## src/rtl/phase_strobe_generator.sv

```systemverilog
// rtl/phase_strobe_generator.sv - free-running phase/period timebase with one-hot phase strobes and a wrap pulse
// The period step is staged through a load handshake and takes effect only at a period wrap.
module phase_strobe_generator #(
    parameter int CNT_W        = 10,
    parameter int N_PHASES     = 4,
    parameter int DEFAULT_STEP = 250
) (
    input  logic                i_clk,
    input  logic                i_rst,
    input  logic                i_en,
    input  logic [CNT_W-1:0]    i_step,
    input  logic                i_load,
    output logic                o_load_pend,
    output logic                o_load_err,
    output logic [CNT_W-1:0]    o_count,
    output logic [N_PHASES-1:0] o_strobe,
    output logic                o_wrap
);

    // One spare bit beyond CNT_W+clog2(N_PHASES) keeps the N_PHASES=1 case sliceable.
    localparam int               MW       = CNT_W + $clog2(N_PHASES) + 1;
    localparam logic [CNT_W-1:0] DEF_STEP = CNT_W'(DEFAULT_STEP);
    localparam logic [CNT_W-1:0] NPH      = CNT_W'(N_PHASES);

    logic [CNT_W-1:0]    count_q, count_d;
    logic [CNT_W-1:0]    step_q, step_d;
    logic [CNT_W-1:0]    pend_val_q, pend_val_d;
    logic                pend_q, pend_d;
    logic                err_q, err_d;
    logic                wrap_q, wrap_d;
    logic [N_PHASES-1:0] strobe_q, strobe_d;

    logic [CNT_W-1:0]    period_cur;
    logic [MW-1:0]       req_prod;
    logic                load_ok;
    logic                at_wrap;

    assign period_cur = step_q * NPH;
    assign req_prod   = MW'(i_step) * MW'(N_PHASES);
    assign load_ok    = (i_step != '0) && (req_prod < (MW'(1) << CNT_W));
    assign at_wrap    = i_en && (count_q == period_cur);

    always_comb begin
        count_d    = count_q;
        step_d     = step_q;
        pend_d     = pend_q;
        pend_val_d = pend_val_q;
        strobe_d   = '0;
        wrap_d     = 1'b0;
        err_d      = 1'b0;

        if (i_en) begin
            if (at_wrap) begin
                count_d = CNT_W'(1);
                if (pend_q) begin
                    step_d = pend_val_q;
                    pend_d = 1'b0;
                end
            end else begin
                count_d = count_q + CNT_W'(1);
            end

            // Thresholds use the step that governs the period count_d belongs to.
            for (int k = 0; k < N_PHASES; k++) begin
                strobe_d[k] = (count_d == (step_d * CNT_W'(k + 1)));
            end
            wrap_d = (count_d == (step_d * NPH));
        end

        // Applied after the wrap so a coinciding load stages for the following period.
        if (i_load) begin
            if (load_ok) begin
                pend_d     = 1'b1;
                pend_val_d = i_step;
            end else begin
                err_d = 1'b1;
            end
        end
    end

    always_ff @(posedge i_clk) begin
        if (i_rst) begin
            count_q    <= '0;
            step_q     <= DEF_STEP;
            pend_val_q <= '0;
            pend_q     <= 1'b0;
            err_q      <= 1'b0;
            wrap_q     <= 1'b0;
            strobe_q   <= '0;
        end else begin
            count_q    <= count_d;
            step_q     <= step_d;
            pend_val_q <= pend_val_d;
            pend_q     <= pend_d;
            err_q      <= err_d;
            wrap_q     <= wrap_d;
            strobe_q   <= strobe_d;
        end
    end

    assign o_count     = count_q;
    assign o_strobe    = strobe_q;
    assign o_wrap      = wrap_q;
    assign o_load_pend = pend_q;
    assign o_load_err  = err_q;

endmodule

```

## config.mk

```make
export PLATFORM = sky130hd
export DESIGN_NAME = phase_strobe_generator
export DESIGN_NICKNAME = d
export VERILOG_FILES = /design/src/rtl/phase_strobe_generator.sv
export SDC_FILE = /design/constraint.sdc
export NUM_CORES = 1
export LEC_CHECK = 0
export BUFFER_PORTS_ARGS = -buffer_cell sky130_fd_sc_hd__buf_2
export CAP_MARGIN = 15
export CORE_ASPECT_RATIO = 0.9
export CORE_MARGIN = 3
export CORE_UTILIZATION = 45
export DETAILED_ROUTE_END_ITERATION = 16
export PLACE_DENSITY_LB_ADDON = 0.05
export SETUP_SLACK_MARGIN = 0.1
export SYNTH_ARGS = -nofsm -noshare
export SYNTH_HDL_FRONTEND = slang
export SYNTH_SLANG_ARGS = --single-unit
```

## constraint.sdc

```tcl
create_clock -name i_clk -period 3.3 [get_ports i_clk]
set_input_delay 0.33 -clock i_clk [delete_from_list [all_inputs] [get_ports i_clk]]
set_output_delay 0.33 -clock i_clk [all_outputs]
set_load 0.03 [all_outputs]
```

Yosys cells after proc, flatten, opt, wreduce, memory -nomap -nowiden
Cells that the tools add are included.
Storage, ports and cells
  bits in registers: 37
  logic and storage cells: 33
  output and inout port bits: 17
  memories: 0
  memory bits (writable): 0
  ROM bits: 0
  bits in latches: 0
Operators by class
  add/subtract/negate cells: 1
  reduce and logical (&&, ||, !) cells: 6
  div/mod/pow operators: 0
  multiply operators: 1
  eq/ne operators: 5
  bitwise logic cells: 2
  muxes and demuxes: 10
  order comparisons: 1
  shift operators: 0
Operator list (count)
  $eq 10x10->1: 5
  $mux 10: 5
  $lt 12x11->1 const B: 1
  $add 10x1->10 const B: 1
  $mul 10x2->10 const B: 1
  $reduce_bool 10->1: 1
  $mux 1: 5
  $reduce_or 2->1: 2
  $logic_and 1x1->1: 2
  $not 1->1: 2
  $reduce_and 2->1: 1

Logic depth before layout (Yosys ltp)
Gate-level depths: netlist of run 1.
  word-level depth: 6
  depth in mapped cells: 16
  depth with buffers taken out: 14

Worst setup path before layout of run 1
Ideal clock, no wire load.
  kind: register -> register
  start: register count_q[0], in the netlist o_count[0]
  end: register strobe_q[2], in the netlist o_strobe[2]
  buffers on the path: 2
  clock period less this slack: 3.667 ns
  library setup time: 0.103 ns
  data arrival time: 3.563 ns
  stages on the path, launching flop included: 17
  path slack: -0.367 ns
  path through: dfxtp_1 > inv_1 > ha_1 > nand2_1 > nor4_4 > nand4_1 > buf_6 > mux2_4 > clkbuf_1 > xnor2_1 > ha_1 > a211oi_1 > nand3b_2 > o31ai_4 > xnor2_1 > or3_1 > a2111oi_2
Between the ends
  longest elaborated chain between the ends: 6
  elaborated cells between the ends (all ways): 9
Ends and longest elaborated chain
  start: declaration: line 25  | logic [CNT_W-1:0] count_q, count_d;
  start signal: assignment: line 91  | count_q <= count_d;
  $eq 10x10->1: line 41  | assign at_wrap = i_en && (count_q == period_cur);
  $logic_and 1x1->1: line 41
  $mux 10: line 53  | if (at_wrap) begin
  $mux 10: line 52  | if (i_en) begin
  $mul 10x2->10: line 65  | strobe_d[k] = (count_d == (step_d * CNT_W'(k + 1)));
  $eq 10x10->1 (*): line 65
  end signal: assignment: line 97  | strobe_q <= strobe_d;
  end: declaration: line 31  | logic [N_PHASES-1:0] strobe_q, strobe_d;
Every way passes the cells marked *; elsewhere a longest branch is shown, timed or not. The select of a mux whose other input is x is not followed.
A chain may end at the register's enable or synchronous reset.

Worst setup path in the final report of run 1
  start: register step_q[7]
  end: register strobe_q[2], in the netlist o_strobe[2]
Between the ends
  longest elaborated chain between the ends: 6
  elaborated cells between the ends (all ways): 9
Ends and longest elaborated chain
  start: declaration: line 26  | logic [CNT_W-1:0] step_q, step_d;
  start signal: assignment: line 92  | step_q <= step_d;
  $eq 10x10->1: line 41
  $logic_and 1x1->1: line 41
  $mux 10: line 53
  $mux 10: line 52
  $mul 10x2->10: line 65
  $eq 10x10->1 (*): line 65
Marks and branches as above.

==> run metrics, run 1 <==
nets 397; CTS Root Cell clkbuf_8; critical path data required time 3.51 ns; share of layout cells above drive strength 1 31.1%; sequential cell area fraction in the yosys report 26.7%; core footprint 5730 um^2; vias in the first global route 2302; vias per std cell 5.88; RSZ-0062 raised after global routing yes; Slowest cell on crit path dfxtp_4; dpl ws 0.101 ns; Final period util 97.3%; CTS tree done; # clock sinks 36; number of CTS-inserted buffers 5; CP cell instances xor2_4 > nor4_4 > buf_4 > a41oi_2 > a21oi_2 > xnor2_2 > ha_2 > a211oi_4 > buf_4 > o211ai_1 > o211ai_1 > a31oi_1 > nand4_1 > a2111oi_4; hold crit path type in -> reg; Cell Area, Synth 2700 um^2; Final Skew 0.0144 ns; global placement routability congestion 0.915; Post-route DRC 0; max-slew violation count 0; Slew @ Worst Pin 0.831 ns; CTS H-tree depth 2; synthesis-stage register bit count 36; Iteration-0 DRC Markers 295; final core utilization 58.3%; crit path launch type flip-flop; pwr/cell area 271 nW/um^2; vias post-DR 2638; I/O pin cnt 31; row cnt 26; Die X 87.6 um; crit-path max cell delay 0.37 ns; port bufs 30; die height 79.5 um; clk slew on worst S/H paths 0.08 ns; Yosys cell types 59; Post-CTS Hold Fix Bufs 0; WL/cell 17.3 um; critical path class reg -> reg; Post-Synthesis Cells 330; Peak VDD IR 0.000214 V; pin count of the biggest net entering global routing 34; LEAKAGE 1.38 nW; Antenna Cells 0; CP Capture Type flip-flop; initial antenna violation count 0; Hold Vio Cnt, Final 0; commonest non-fill, non-tap cell in the layout nor2_1; first drt pass iteration count 5; number of max-cap violations 0; max_slew headroom 44.4%; commonest cells after routing, fill and taps aside 36 x nor2_1, 31 x buf_2, 31 x buf_4; Mapped Nets 349; GRT Util Overall 22.5%; critical path data arrival time 3.42 ns; Total Wirelength 7760 um; fin crit period 3.21 ns; clk_lat worst skew 0.30 ns; hpwl dp 5620 um; Clock Tree Buf Depth 2; Initial Util 47.1%; slack of the critical path 0.0881 ns; Synthesis Warnings 0; Die Footprint 6960 um^2; fmax 311 MHz; GRT Residual Overflow 0; Mean Syn Cell Area 8.17 um^2; Layout area overhead 23.8%; status completed; setup violators final 0; global-route wire length before repair 12100 um; Max FO, Critical Path 3; antenna viol nets, final 0
==> cell usage after synthesis (all sizes together) <==
cell     count  area (um^2)
o221a        2         22.5
clkbuf       9         37.5
nand2b       9         56.3
nand3       16         85.1
and4         1         8.76
nand2       28          105
and2         2         12.5
o2111ai      1         8.76
a2111oi      1         15.0
a211oi       6         50.1
o21ba        1         16.3
o221ai       2         23.8
a21o         1         7.51
nor4        10         77.6
a41oi        1         8.76
xor2        19          166
a31oi        3         18.8
inv         10         37.5
nor3        10         55.1
dfxtp       36          721
a21oi       11         55.1
o22ai        5         31.3
nand4        6         37.5
mux2i       22          240
or2          1         6.26
nor2        37          141
nor3b        1         7.51
o21ai       11         55.1
buf         13         78.8
and3         4         25.0
a211o        1         8.76
a311oi       1         8.76
and3b        2         17.5
mux2         5         60.1
o211ai       2         15.0
a221oi       1         8.76
a32oi        3         26.3
or3          3         18.8
ha           5         62.6
xnor2       23          201
nand3b       3         26.3
and4b        1         10.0
o31ai        1         21.3
==> repair_timing <==
| item | in CTS | in global routing |
|---|---|---|
| hold endpoints to repair | 0 | 0 |
| pin swaps | 0 | 12 |
| setup buffers | 1 | 8 |
| gates resized for setup | 2 | 22 |
| cloned | 0 | 1 |
| setup endpoints to repair | 1 | 1 |
==> final cells by class <==
class | count | area, um^2
clock buffer | 7 | 97.6
multi-input combinational | 262 | 1960
tap | 70 | 87.6
sequential | 36 | 747
clock inverter | 1 | 5.00
fill | 516 | 2390
inverter | 10 | 40.0
timing repair buffer | 63 | 399
==> path summary, 6_finish.rpt <==
kind | from | endpoint | slack (ns) | cells past startpoint
max | step_q[7] | o_strobe[2] | 0.09 | 14
max reg2reg | step_q[7] | o_strobe[2] | 0.09 | 14
min reg2reg | step_q[9] | step_q[9] | 0.49 | 2
min | i_step[2] | pend_val_q[2] | 0.29 | 3
==> where the power goes <==
part / switching, mW / internal, mW / leakage (nW) / total (mW)
sequential: 0.00953 / 0.438 / 0.297 / 0.447
clock: 0.177 / 0.194 / 0.0534 / 0.372
combinational: 0.0479 / 0.0370 / 1.03 / 0.0849
==> cells by family (layout without fill, tap and decap cells) <==
family	after synthesis	after routing	synth area share, %
AOI/OAI and AO/OA	54	54	14.9
xor gates and xnor gates	42	42	13.6
adders and majority gates	5	5	2.32
buffers and inverters	32	81	5.71
DFF	36	36	26.7
muxes	27	27	11.1
and+or+nand+nor	134	134	25.6
==> through the flow <==
step / instances / power, mW / setup TNS (ns) / hold slack [ns] / instance area [um^2]
2_1_floorplan: 330 / 0.509 / -0.0432 / 0.456 / 2750
3_3_place_gp: 431 / 0.533 / 0 / 0.475 / 3030
3_5_place_dp: 431 / 0.533 / 0 / 0.475 / 3030
4_1_cts: 440 / 0.903 / 0 / 0.279 / 3150
5_1_grt: 449 / 0.942 / -0.0966 / 0.275 / 3340
6_report: 449 / 0.904 / 0 / 0.288 / 3340
==> sequential cells by signal, summed over array words and instances (netlist names) <==
register	count
o_load_err	1
pend_val_q	10
o_count	10
step_q	10
o_strobe	3
o_wrap	1
o_load_pend	1
==> routing by layer <==
layer	GRT usage [%]	share of wire, %
met5	0	0
met4	5.37	1.4
met3	4.85	6.6
met2	33.5	46
met1	32.7	46
==> worst max-delay path, delay by kind of cell (launching register included) <==
kind | cells | cell delay [ns]
xor+xnor | 2 | 0.34
simple gates | 2 | 0.47
compound gates | 7 | 1.39
fa+ha+maj | 1 | 0.24
buf+inv | 2 | 0.33
flops | 1 | 0.37
(Power assumes the default switching activity.)
==> inputs of run 2 (changes only) <==
==> constraint.sdc (replaced) <==
create_clock -name i_clk -period 4 [get_ports i_clk]
set_input_delay 0.4 -clock i_clk [delete_from_list [all_inputs] [get_ports i_clk]]
set_output_delay 0.4 -clock i_clk [all_outputs]
set_load 0.03 [all_outputs]
==> run metrics, run 2 (same netlist as run 1, synthesis figures left out) <==
share of layout cells above drive strength 1 18.9% (-12 points); crit path launch type flip-flop; fmax 284 MHz (-8.9%); first drt pass iteration count 6 (+1); Post-CTS Hold Fix Bufs 0 (unchanged); CTS Root Cell clkbuf_8; status completed; I/O pin cnt 31 (unchanged); clk_lat worst skew 0.30 ns (about the same); global placement routability congestion 0.881 (-3.7%); Peak VDD IR 0.000158 V (-26%); Slew @ Worst Pin 0.841 ns (+0.00949 ns); # clock sinks 36 (unchanged); GRT Util Overall 21.4% (-1.1 points); RSZ-0062 raised after global routing no; CP Capture Type flip-flop; initial antenna violation count 0 (unchanged); port bufs 30 (unchanged); hold crit path type in -> reg; hpwl dp 5290 um (-6.0%); max_slew headroom 43.7% (-0.64 points); final core utilization 52.1% (-6.2 points); GRT Residual Overflow 0 (unchanged); Cell Area, Placed 2890 um^2 (-4.7%); Clock Tree Buf Depth 2 (unchanged); Post-route DRC 0 (unchanged); die height 79.5 um (unchanged); critical path data required time 4.20 ns (+0.69 ns); clk slew on worst S/H paths 0.09 ns (about the same); Max FO, Critical Path 12 (+9); Initial Util 47.1% (unchanged); Final Skew 0.0116 ns (-0.00281 ns); pin count of the biggest net entering global routing 34 (unchanged); vias post-DR 2455 (-6.9%); commonest cells after routing, fill and taps aside 36 x nor2_1, 36 x dfxtp_1, 30 x buf_2; CTS tree done; Layout area overhead 10.6%; row cnt 26 (unchanged); critical path data arrival time 3.72 ns (+0.30 ns); global-route wire length before repair 11700 um (-3.8%); Post-Layout Cell Count 425 (-5.3%); worst hold margin 0.351 ns (+0.0631 ns); LEAKAGE 1.25 nW (-9.4%); Final period util 88.1% (-9.2 points); Die Footprint 6960 um^2 (unchanged); vias per std cell 5.78 (-1.7%); core footprint 5730 um^2 (unchanged); setup tns final 0 ns (unchanged); CTS resizes 0 (-2); fin crit period 3.53 ns (+0.313 ns); setup violators final 0 (unchanged); pwr/cell area 243 nW/um^2 (-10%); number of max-cap violations 0 (unchanged); Iteration-0 DRC Markers 202 (-32%); Total Wirelength 6930 um (-11%); nets 373 (-6.0%); # placed instances 417 (-3.2%); Die X 87.6 um (unchanged); critical path class reg -> reg; Antenna Cells 0 (unchanged); max-slew violation count 0 (unchanged); vias in the first global route 2296 (-0.26%); Hold Vio Cnt, Final 0 (unchanged); CTS H-tree depth 2 (unchanged); Final Cell Area 2980 um^2 (-11%); number of CTS-inserted buffers 5 (unchanged); antenna viol nets, final 0 (unchanged); WL/cell 16.3 um (-5.6%); postcts setup bufs 0 (-1)
==> run 2: cell count changes in the layout (fill, tap and decap cells not counted), sizes merged <==
cell and delta:
inv +1, clkbuf -1, buf -24
==> run 2: critical path: stages (launching register included) <==
cell       delay (ns)
dfxtp_1          0.36
inv_1            0.14
ha_1             0.16
nand2_1          0.10
nor4_4           0.30
nand4_1          0.19
mux2_4           0.43
xnor2_1          0.16
ha_1             0.24
a211oi_1         0.24
nand3b_2         0.19
o31ai_4          0.07
xnor2_1          0.13
or3_1            0.35
a2111oi_2        0.36
==> run 2: path summary, 6_finish.rpt <==
kind              endpoint  cells after the start  slack [ns]  startpoint
max            o_strobe[2]                     14        0.47  o_count[0]
min reg2reg      step_q[9]                      2        0.49   step_q[9]
min          pend_val_q[5]                      3        0.35   i_step[5]
max reg2reg    o_strobe[2]                     14        0.47  o_count[0]
==> run 2: routing by layer <==
layer / GRT usage [%] / wire length, um / vias up
li1: - / - / 1222
met3: 3.30 / 367 / 9
met2: 32.2 / 2940 / 73
met1: 31.4 / 3510 / 1151
met4: 5.98 / 110 / 0
met5: 0 / 0 / -
==> run 2: layout make-up <==
type	count	area, um^2
sequential	36	721
clock inverter	2	13.8
tap	70	87.6
inverter	10	37.5
multi-input combinational	262	1820
timing repair buffer	39	218
fill	556	2740
clock buffer	6	82.6
==> run 2: report_power, final <==
group / switching, mW / internal [mW] / total, mW
clock: 0.152 / 0.141 / 0.293
combinational: 0.0367 / 0.0239 / 0.0606
sequential: 0.00695 / 0.364 / 0.371
==> run 2: metrics by stage <==
step | total power [mW] | worst slack (ns)
3_3_place_gp | 0.440 | 0.615
5_1_grt | 0.753 | 0.192
4_1_cts | 0.730 | 0.456
3_5_place_dp | 0.440 | 0.496
2_1_floorplan | 0.420 | 0.333
6_report | 0.724 | 0.475
